### src/rtl/instr_encoder_loader.sv
// rtl/instr_encoder_loader.sv - packs decoded commands into 32-bit instructions and streams them into I-mem (optional feature macro: ENC_RAW_EN)
module instr_encoder_loader #(
    parameter int AW = 10
) (
    input  logic          clk,
    input  logic          rst_n,
    input  logic          start,
    input  logic [AW-1:0] base_addr,
    input  logic [AW-1:0] count,
    input  logic          cmd_valid,
    output logic          cmd_ready,
    input  logic [2:0]    cmd_op,
    input  logic [4:0]    cmd_rd,
    input  logic [4:0]    cmd_rs,
    input  logic [4:0]    cmd_rt,
    input  logic [3:0]    cmd_alu,
    input  logic [1:0]    cmd_cond,
    input  logic [11:0]   cmd_imm,
    input  logic [31:0]   cmd_raw,
    output logic          im_we,
    output logic [AW-1:0] im_addr,
    output logic [31:0]   im_wdata,
    output logic          busy,
    output logic          done,
    output logic          err
);

    // Canonical no-op (ADDI x0, x0, 0) substituted for anything we cannot encode.
    localparam logic [31:0] NOP_WORD   = 32'h0000_0013;

    localparam logic [6:0]  OPC_LOAD   = 7'b0000011;
    localparam logic [6:0]  OPC_STORE  = 7'b0100011;
    localparam logic [6:0]  OPC_OPIMM  = 7'b0010011;
    localparam logic [6:0]  OPC_OP     = 7'b0110011;
    localparam logic [6:0]  OPC_BRANCH = 7'b1100011;
    localparam logic [6:0]  OPC_JAL    = 7'b1101111;

    localparam logic [2:0]  OP_LW      = 3'd0;
    localparam logic [2:0]  OP_SW      = 3'd1;
    localparam logic [2:0]  OP_ADDI    = 3'd2;
    localparam logic [2:0]  OP_R       = 3'd3;
    localparam logic [2:0]  OP_BR      = 3'd4;
    localparam logic [2:0]  OP_JAL     = 3'd5;
    localparam logic [2:0]  OP_RSVD    = 3'd6;
    localparam logic [2:0]  OP_RAW     = 3'd7;

    typedef enum logic [1:0] {
        ST_IDLE = 2'd0,
        ST_RUN  = 2'd1,
        ST_FIN  = 2'd2
    } state_t;

    state_t        state;
    state_t        state_next;

    logic [AW-1:0] ptr;
    logic [AW-1:0] remaining;
    logic          remaining_nz;
    logic          start_ok;
    logic          accept;

    logic [31:0]   enc_word;
    logic          enc_illegal;
    logic [2:0]    br_f3;

    assign remaining_nz = (remaining != '0);
    assign start_ok     = start && (state == ST_IDLE);
    assign accept       = cmd_valid && cmd_ready;

`ifndef ENC_RAW_EN
    // The raw word only matters when raw pass-through is built in.
    logic unused_raw;
    assign unused_raw = ^cmd_raw;
`endif

    // State register; reset aborts any load in progress with no done pulse.
    always_ff @(posedge clk or negedge rst_n) begin
        if (!rst_n) begin
            state <= ST_IDLE;
        end else begin
            state <= state_next;
        end
    end

    // Next-state logic plus the handshake/status outputs that follow the state directly.
    always_comb begin
        state_next = state;
        cmd_ready  = 1'b0;
        busy       = 1'b0;
        done       = 1'b0;
        case (state)
            ST_IDLE: begin
                if (start) begin
                    state_next = (count != '0) ? ST_RUN : ST_FIN;
                end
            end
            ST_RUN: begin
                busy      = 1'b1;
                cmd_ready = remaining_nz;
                // One idle RUN cycle after the last accept lets its write land before done.
                if (!remaining_nz) begin
                    state_next = ST_FIN;
                end
            end
            ST_FIN: begin
                done       = 1'b1;
                state_next = ST_IDLE;
            end
            default: begin
                state_next = ST_IDLE;
            end
        endcase
    end

    // Instruction packer: maps the decoded command onto the RV-style field layout.
    always_comb begin
        enc_word    = NOP_WORD;
        enc_illegal = 1'b0;
        br_f3       = 3'b000;
        case (cmd_op)
            OP_LW: begin
                enc_word = {cmd_imm, cmd_rs, 3'b011, cmd_rd, OPC_LOAD};
            end
            OP_SW: begin
                enc_word = {cmd_imm[11:5], cmd_rt, cmd_rs, 3'b011, cmd_imm[4:0], OPC_STORE};
            end
            OP_ADDI: begin
                enc_word = {cmd_imm, cmd_rs, 3'b000, cmd_rd, OPC_OPIMM};
            end
            OP_R: begin
                enc_word = {1'b0, cmd_alu[3], 5'b00000, cmd_rt, cmd_rs, cmd_alu[2:0], cmd_rd, OPC_OP};
            end
            OP_BR: begin
                case (cmd_cond)
                    2'b00:   br_f3 = 3'b000;
                    2'b01:   br_f3 = 3'b001;
                    2'b10:   br_f3 = 3'b100;
                    default: enc_illegal = 1'b1;
                endcase
                if (!enc_illegal) begin
                    enc_word = {cmd_imm[11], cmd_imm[9:4], cmd_rt, cmd_rs, br_f3,
                                cmd_imm[3:0], cmd_imm[10], OPC_BRANCH};
                end
            end
            OP_JAL: begin
                enc_word = {cmd_imm[11], cmd_imm[9:0], cmd_imm[10], {8{cmd_imm[11]}},
                            cmd_rd, OPC_JAL};
            end
            OP_RSVD: begin
                enc_illegal = 1'b1;
            end
            OP_RAW: begin
`ifdef ENC_RAW_EN
                enc_word = cmd_raw;
`else
                enc_illegal = 1'b1;
`endif
            end
            default: begin
                enc_illegal = 1'b1;
            end
        endcase
    end

    // Load bookkeeping and the registered I-mem write port.
    always_ff @(posedge clk or negedge rst_n) begin
        if (!rst_n) begin
            ptr       <= '0;
            remaining <= '0;
            im_we     <= 1'b0;
            im_addr   <= '0;
            im_wdata  <= 32'h0000_0000;
            err       <= 1'b0;
        end else begin
            im_we <= accept;
            if (start_ok) begin
                ptr       <= base_addr;
                remaining <= count;
                err       <= 1'b0;
            end
            // Illegal commands still occupy a slot and an address, written as NOP.
            if (accept) begin
                im_addr   <= ptr;
                im_wdata  <= enc_word;
                ptr       <= ptr + 1'b1;
                remaining <= remaining - 1'b1;
                if (enc_illegal) begin
                    err <= 1'b1;
                end
            end
        end
    end

endmodule

### config.mk
export PLATFORM = sky130hd
export DESIGN_NAME = instr_encoder_loader
export DESIGN_NICKNAME = d
export VERILOG_FILES = /design/src/rtl/instr_encoder_loader.sv
export SDC_FILE = /design/constraint.sdc
export NUM_CORES = 1
export LEC_CHECK = 0
export BUFFER_PORTS_ARGS = -buffer_cell sky130_fd_sc_hd__buf_4
export CAP_MARGIN = 40
export CORE_MARGIN = 5
export CORE_UTILIZATION = 52
export DETAILED_ROUTE_END_ITERATION = 10
export GPL_TIMING_DRIVEN = 0
export PLACE_DENSITY = 0.86
export SYNTH_ARGS = -nofsm -noshare
export SYNTH_HDL_FRONTEND = slang
export SYNTH_SLANG_ARGS = --single-unit
### constraint.sdc
create_clock -name clk -period 5 [get_ports clk]
set_input_delay 0.25 -clock clk [delete_from_list [all_inputs] [get_ports clk]]
set_output_delay 0.25 -clock clk [all_outputs]
set_load 0.02 [all_outputs]
* After elaboration in Yosys (flattened, before gate mapping)
Cells that the tools add are included.
Word-level totals: flip-flop bits (word level) 66, input port bits 92, output and inout port bits 47, word-level logic and storage cells 53
Cells by class: $add $sub $neg 2, eq/ne operators 13, multiplexer cells 20, reduce and logical (&&, ||, !) cells 11
Operator list (count):
- $pmux W32 S6 | 1
- $mux W10 | 4
- $mux W32 | 1
- $reduce_bool A10 Y1 | 2
- $eq A3 B3 Y1 const B | 4
- $add A10 B1 Y10 const B | 1
- $sub A10 B1 Y10 const B | 1
- $mux W1 | 8
- $eq A3 B2 Y1 const B | 2
- $mux W2 | 3
- $pmux W3 S2 | 1
- $eq A2 B1 Y1 const B | 2
- $eq A2 B2 Y1 const B | 2
- $logic_not A2 Y1 | 2
- $ne A2 B2 Y1 const B | 2
- $pmux W2 S2 | 1
- $eq A3 B1 Y1 const B | 1
- $logic_not A3 Y1 | 1
- $reduce_or A3 Y1 | 1
- $logic_and A1 B1 Y1 | 2
- $pmux W1 S2 | 1
- $reduce_and A2 Y1 | 1
- $reduce_bool A2 Y1 | 1
- $reduce_or A2 Y1 | 1

* Longest topological paths before layout
Gate-level depths: netlist of run 1.
depth after elaboration 7, depth in mapped cells 9, gate-level depth less buffers 7

* Worst setup path before layout of run 1
No wires, ideal clock.
kind register to register, start point register remaining[6], end point register remaining[9], setup time 123 ps, arrival 1821 ps, data required time 4877 ps, slack 3055 ps, cell stages (with the launch flop) 7, path buffers 2, clock period less this slack 1945 ps, cells stage by stage dfrtp_1 or4_1 o31ai_4 buf_2 buf_4 o2bb2ai_1 nor3_1
On the way: longest elaborated chain between the ends 4, elaborated cells between the ends (all ways) 6, those cells by class add/sub (1); mux (2); reduce/logical (3)
RTL lines:
- start: declaration | RTL line 57 | logic [AW-1:0] remaining;
- start signal: assignment | RTL line 178 | remaining <= count;
- start signal: assignment | RTL line 186 | remaining <= remaining - 1'b1;
- branches (longest 4 deep; another with $sub A10 B1 Y10)
Parallel ways; which one is timed is not known. A chain may end at the register's enable or synchronous reset.

* Worst setup path in the final report of run 1
Ends and elaborated chain as after synthesis.

==> impl_summary.log, run 1 <==
INFO  metric syn_area = 3320 µm²
INFO  metric max-slew-margin-rel = 39.8%
INFO  metric asyncSetResetFlopFracSynth = 100%
INFO  metric fillCellCount = 503
INFO  metric grt_antenna_before_repair = 0
INFO  metric synth-edff-count = 0
INFO  metric layout-area-overhead-vs-synth = 31.7%
INFO  metric fp.coreArea = 6280 µm²
INFO  metric htree_num_levels = 3
INFO  metric final-max-slew-violation-count = 0
INFO  metric route.detailed.wl_per_inst = 17.1 µm
INFO  metric worstPathRequired = 5230 ps
INFO  metric worst_hold_slack = -26.9 ps
INFO  metric fin_crit_sh = 46.2%
INFO  metric via_count = 3,298
INFO  metric vias_per_cell = 5.96
INFO  metric drtPass1Iterations = 5
INFO  metric power.total = 2.24 mW
INFO  metric finalNetCount = 567
INFO  metric postSynthRegisterBits = 64
INFO  metric crit_fanout = 10
INFO  metric grt_pass1_vias = 3,373
INFO  metric clkLatencyLatePin = 340 ps
INFO  metric dieArea = 8080 µm²
INFO  metric number_of_drc_markers_after_the_initial_detailed_route_iteration = 171
INFO  metric worstRegToRegCells = 6
INFO  metric worst_ir_drop_vdd = 0.307 mV
INFO  metric yosysTopAreaCellShare = 48.3%
INFO  metric synth.net_count = 450
INFO  metric antenna_violating_nets_post_route = 0
INFO  metric clock-root-buffer = sky130_fd_sc_hd__clkbuf_8
INFO  metric yosys_warning_count = 0
INFO  metric power_leakage = 2.05 nW
INFO  metric timing.setup.tns = 0 ps
INFO  metric yosysUniqueCellTypes = 52
INFO  metric dieHeight = 89.9 µm
INFO  metric ys_dominant_reg_cell = sky130_fd_sc_hd__dfrtp_1
INFO  metric cts_repair_resize_count = 0
INFO  metric final_util = 69.6%
INFO  metric area_after_dpl = 4210 µm²
INFO  metric gr-total-overflow = 0
INFO  metric synth_area_leader_cell = sky130_fd_sc_hd__dfrtp_1
INFO  metric final_cell_area = 4370 µm²
INFO  metric final-setup-viol-count = 0
INFO  metric tritoncts = built
INFO  metric post-place-cells = 539
INFO  metric floorplan.die.width = 89.9 µm
INFO  metric drcViolationCount = 0
INFO  metric num_io_pins = 139
INFO  metric gr-usage-all-layers = 24.0%
INFO  metric worst-slew-pin-transition = 900 ps
INFO  metric holdBufCountCts = 0
INFO  metric syn_inst = 356
INFO  metric cts-buffers-inserted = 9
INFO  metric diodes = 0
INFO  metric final_layout_size_suffix_gt1_share = 30.3%
INFO  metric cts.reportedPaths.clkPinSlew = 70 ps
INFO  metric largest_net_degree_at_the_start_of_global_routing = 65
INFO  metric rsz0062_at_grt = false
INFO  metric clk_path_buf_depth = 2
INFO  metric grt_pass1_wl = 16,100 µm
INFO  metric outcome = finished with violations
INFO  metric cts_setup_buffers = 0
INFO  metric hold_viol = 6
INFO  metric place.gp.congestion = 0.860
INFO  metric startpoint_type = register
INFO  metric failed_checks = hold timing
INFO  metric worstSetupEndpointType = register
INFO  metric initial_utilization = 52.8%
INFO  metric final_period_minus_worst_setup_slack = 2310 ps
INFO  metric power.density_cell_area = 514 nW/µm²
INFO  metric synth.top_cells.by_area = sky130_fd_sc_hd__dfrtp_1, sky130_fd_sc_hd__nand2_1, sky130_fd_sc_hd__o21ai_0
INFO  metric detail_route.wirelength = 9450 µm
INFO  metric yosysSeqAreaShare = 48.3%
INFO  metric clock.fmax = 432 MHz
INFO  metric hold_path_class = in2async
INFO  metric r2r_slack = 2690 ps
INFO  metric clock_skew = 9.03 ps
INFO  metric timing.rr.start = remaining[6]
INFO  metric max_cap_violations = 0
INFO  metric layoutNonFillerInstCount = 553
INFO  metric worst_r2r_endpoint = remaining[9]
INFO  metric input_output_buffers = 106
INFO  metric post_synth.cell_area_avg = 9.32 µm²
INFO  metric place_hpwl = 7090 µm
INFO  metric crit_arrival = 2550 ps
INFO  metric std_cell_rows = 29
INFO  metric criticalPathCategory = reg2reg
INFO  metric cts_num_sinks = 64
## registers in the layout, indices dropped and copies added, names as in the netlist
signal and cells:
ptr 10, remaining 10, im_addr 10, state 2, im_wdata 30, err 1
im_we 1
## critical path, stage by stage, from the launching register on
cell	delay, ps
sky130_fd_sc_hd__dfrtp_1	440
sky130_fd_sc_hd__or4_1	630
sky130_fd_sc_hd__o31ai_4	370
sky130_fd_sc_hd__buf_2	330
sky130_fd_sc_hd__buf_4	230
sky130_fd_sc_hd__o2bb2ai_1	120
sky130_fd_sc_hd__nor3_1	60
## how the worst max path moves through the flow
stage,startpoint,slack [ps],cells past startpoint,end
finish,remaining[6],2690,6,remaining[9]
global route,remaining[6],2580,5,im_wdata[7]
CTS,remaining[6],2710,6,remaining[9]
detailed placement,remaining[6],2730,6,remaining[9]
global placement,remaining[6],2750,6,remaining[9]
floorplan,remaining[6],3060,6,remaining[9]
## per-layer routing
metal | track usage, % | vias to the layer above | wire (µm)
li1 | - | 1547 | -
met1 | 29.8 | 1588 | 3840
met2 | 39.9 | 147 | 4620
met3 | 7.93 | 16 | 839
met4 | 7.20 | 0 | 153
met5 | 0 | - | 0
## power breakdown
part | internal [mW] | total, mW | switching [mW]
logic | 0.422 | 0.998 | 0.577
clock network | 0.185 | 0.380 | 0.195
registers | 0.712 | 0.867 | 0.154
total | 1.32 | 2.24 | 0.926
## cell families after synthesis
kind of cell / count (synthesis) / synth area share, %
buffers and inverters: 34 / 4.94
AO/OA/AOI/OAI: 106 / 22.7
flip-flops: 64 / 48.3
multiplexers: 11 / 3.36
AND/OR/NAND/NOR: 139 / 20.0
adder cells (fa/ha/maj): 2 / 0.754
## cell usage in the layout (no fill, tap or decap), types with 5 or more instances in the layout
master | Yosys | routed
sky130_fd_sc_hd__buf_4 | 3 | 109
sky130_fd_sc_hd__nand2_1 | 69 | 69
sky130_fd_sc_hd__dfrtp_1 | 64 | 64
sky130_fd_sc_hd__o21ai_0 | 31 | 31
sky130_fd_sc_hd__nand3_1 | 22 | 22
sky130_fd_sc_hd__a21oi_1 | 16 | 16
sky130_fd_sc_hd__inv_1 | 10 | 10
sky130_fd_sc_hd__o311ai_0 | 10 | 10
sky130_fd_sc_hd__nor2_1 | 10 | 10
sky130_fd_sc_hd__mux2i_1 | 10 | 10
sky130_fd_sc_hd__clkbuf_8 | 0 | 10
sky130_fd_sc_hd__o211ai_1 | 9 | 9
sky130_fd_sc_hd__clkbuf_1 | 8 | 8
sky130_fd_sc_hd__nor4_1 | 7 | 7
sky130_fd_sc_hd__buf_2 | 6 | 6
sky130_fd_sc_hd__nor3_1 | 6 | 6
sky130_fd_sc_hd__a22oi_1 | 6 | 6
sky130_fd_sc_hd__a22o_1 | 6 | 6
sky130_fd_sc_hd__a222oi_1 | 5 | 5
## synth_stat cells, drive strengths merged (7+ instances only)
cell type,n
nand2,69
dfrtp,64
o21ai,31
nand3,22
a21oi,16
buf,13
inv,11
clkbuf,10
mux2i,10
nor2,10
o311ai,10
o211ai,9
nor4,7
## metrics by stage
stage          setup WS, ps  hold WS [ps]
2_1_floorplan          3060         -45.6
3_3_place_gp           2750           389
3_5_place_dp           2730           395
4_1_cts                2710          23.5
5_1_grt                2580          63.5
6_report               2690         -26.9
## final cells by class
| type | instances | area (µm²) | area share, % |
|---|---|---|---|
| Buffer | 23 | 123 | 2.81 |
| Clock buffer | 10 | 138 | 3.15 |
| Clock inverter | 4 | 22.5 | 0.515 |
| Inverter | 11 | 41.3 | 0.945 |
| Multi-Input combinational cell | 258 | 1550 | 35.5 |
| Sequential cell | 64 | 1600 | 36.7 |
| Tap cell | 77 | 96.3 | 2.21 |
| Timing Repair Buffer | 106 | 796 | 18.2 |
No activity file was read; power rests on OpenSTA's default activity.
==> inputs of run 2 (changes only) <==
Settings changed: CORE_UTILIZATION 52 to 43, PLACE_DENSITY 0.86 to 0.76.
Clock period 5 ns to 2.1 ns, I/O delays scaled along.
==> run 2 against run 1 <==
The flow now finishes without violations; critical path type unchanged; highest routed layer unchanged; cell count is 8.5% higher; clock-buffer cell count increased by 4; clock skew increased by 3.8 ps; maximum frequency is 10% higher; sequential share of layout area is 2.4 points lower; hold slack better by 28 ps; setup slack worse by 2700 ps; global-route usage decreased by 3.0 points; utilization shrank 8.1 points.
==> impl_summary.log, run 2 (synthesis gave the netlist of run 1 again) <==
INFO  metric grt_pass1_vias = 3,435
INFO  metric antenna_violating_nets_post_route = 0
INFO  metric worst-slew-pin-transition = 848 ps
INFO  metric cts_num_sinks = 64
INFO  metric drtPass1Iterations = 5
INFO  metric grt_pass1_wl = 16,500 µm
INFO  metric layout-area-overhead-vs-synth = 41.2%
INFO  metric cts.reportedPaths.clkPinSlew = 80 ps
INFO  metric startpoint_type = register
INFO  metric r2r_slack = 7 ps
INFO  metric via_count = 3,351
INFO  metric hold_path_class = in2reg
INFO  metric multi_input_area = 1570 µm²
INFO  metric power.density_cell_area = 1230 nW/µm²
INFO  metric place_ws = -182 ps
INFO  metric clock_skew = 12.8 ps
INFO  metric finalNetCount = 586
INFO  metric power.total = 5.78 mW
INFO  metric detail_route.wirelength = 10,000 µm
INFO  metric clock.fmax = 478 MHz
INFO  metric final-max-slew-violation-count = 0
INFO  metric place_hpwl = 7200 µm
INFO  metric timing.critical_path.slowest_stage_cell = sky130_fd_sc_hd__or4_4
INFO  metric fin_crit_sh = 99.7%
INFO  metric final_period_minus_worst_setup_slack = 2090 ps
INFO  metric hold_path_depth = 3
INFO  metric critical_path.cell_chain = or4_4 > o31ai_4 > inv_2 > buf_6 > buf_6 > a211oi_2
INFO  metric tritoncts = built
INFO  metric hold_viol = 0
INFO  metric timing.hold.worst_endpoint = remaining[4]
INFO  metric largest_register = im_wdata
INFO  metric vias_per_cell = 5.59
INFO  metric criticalPathCategory = reg2reg
INFO  metric final_layout_size_suffix_gt1_share = 31.8%
INFO  metric cp_common_cell = sky130_fd_sc_hd__buf_6
INFO  metric crit_fanout = 10
INFO  metric final-setup-viol-count = 0
INFO  metric delay_of_the_slowest_cell_on_the_worst_path = 570 ps
INFO  metric drcViolationCount = 0
INFO  metric layout.cells.most_common = sky130_fd_sc_hd__buf_4
INFO  metric max-slew-margin-rel = 43.4%
INFO  metric dieHeight = 97.8 µm
INFO  metric worstSetupEndpointType = register
INFO  metric worst_ir_drop_vdd = 0.472 mV
INFO  metric layout.area.seq = 1610 µm²
INFO  metric route.detailed.wl_per_inst = 16.7 µm
INFO  metric final_critical_path_setup_slack = 6.62 ps
INFO  metric hold_path.startpoint = count[4]
INFO  metric largest_net_degree_at_the_start_of_global_routing = 65
INFO  metric largest_register_ffs = 30
INFO  metric place.gp.congestion = 0.868
INFO  metric clock-root-buffer = sky130_fd_sc_hd__clkbuf_8
INFO  metric floorplan.die.width = 97.8 µm
INFO  metric gr-total-overflow = 0
INFO  metric clkLatencyLatePin = 350 ps
INFO  metric dieArea = 9570 µm²
INFO  metric worst_r2r_endpoint = remaining[0]
INFO  metric clk_path_buf_depth = 2
INFO  metric power_leakage = 2.17 nW
INFO  metric rsz0062_at_grt = true
INFO  metric fillCellCount = 662
INFO  metric outcome = completed
INFO  metric gr-usage-all-layers = 21.0%
INFO  metric crit_arrival = 2360 ps
INFO  metric worstRegToRegCells = 6
INFO  metric worstPathRequired = 2360 ps
INFO  metric std_cell_rows = 32
INFO  metric input_output_buffers = 106
INFO  metric grt_antenna_before_repair = 0
INFO  metric num_io_pins = 139
INFO  metric cts-buffers-inserted = 9
INFO  metric htree_num_levels = 3
INFO  metric max_cap_violations = 0
INFO  metric layout.cells.most_common_list = sky130_fd_sc_hd__buf_4, sky130_fd_sc_hd__nand2_1, sky130_fd_sc_hd__dfrtp_1
INFO  metric initial_utilization = 43.6%
INFO  metric fp.coreArea = 7610 µm²
INFO  metric number_of_drc_markers_after_the_initial_detailed_route_iteration = 130
INFO  metric timing.rr.start = remaining[7]
## run 2: per-layer routing
layer	track usage, %	routed length (µm)	vias to the layer above
li1	-	-	1596
met4	7.77	174	0
met2	33.1	4780	154
met3	8.07	930	18
met1	26.3	4160	1583
met5	0	0	-
## run 2: metrics by stage
stage	area [µm²]	util, %	setup TNS [ps]	hold WS [ps]	cells
floorplan	3320	-	0	-191	356
global placement	4240	55.7	-3740	249	564
detailed placement	4240	55.7	-5610	256	564
CTS	4640	61.0	0	2.69	597
global route	4680	61.5	-679	14.7	599
finish	4680	61.5	0	1.48	600
## run 2: power breakdown
group	switching, mW	internal [mW]
clock	0.478	0.677
combinational	1.43	1.12
sequential	0.375	1.70
## run 2: what timing repair did
item,4_1_cts,5_1_grt
buffers inserted,4,2
setup endpoints to repair,57,56
cloned,0,0
hold endpoints to repair,76,0
pin swaps,1,1
hold buffers,13,0
gates resized for setup,7,14
## run 2: critical path, delay by kind of cell, from the launching register on
kind	cells	cell delay (ps)
AOI/OAI and AO/OA	2	580
and+or+nand+nor	1	570
buffers and inverters	3	430
DFF	1	410
## run 2: how the worst max path moves through the flow
stage,from,endpoint
6_report,remaining[7],remaining[0]
5_1_grt,remaining[7],ptr[1]
4_1_cts,remaining[7],remaining[0]
3_5_place_dp,remaining[6],remaining[9]
3_3_place_gp,remaining[6],remaining[9]
2_1_floorplan,remaining[6],remaining[9]
## run 2: cell type report
class | count | area share (%)
Multi-Input combinational cell | 258 | 33.5
Timing Repair Buffer | 125 | 20.7
Clock inverter | 2 | 0.748
Tap cell | 102 | 2.73
Buffer | 23 | 3.13
Clock buffer | 14 | 3.90
Antenna cell | 1 | 0.0534
Sequential cell | 64 | 34.3
Inverter | 11 | 0.882
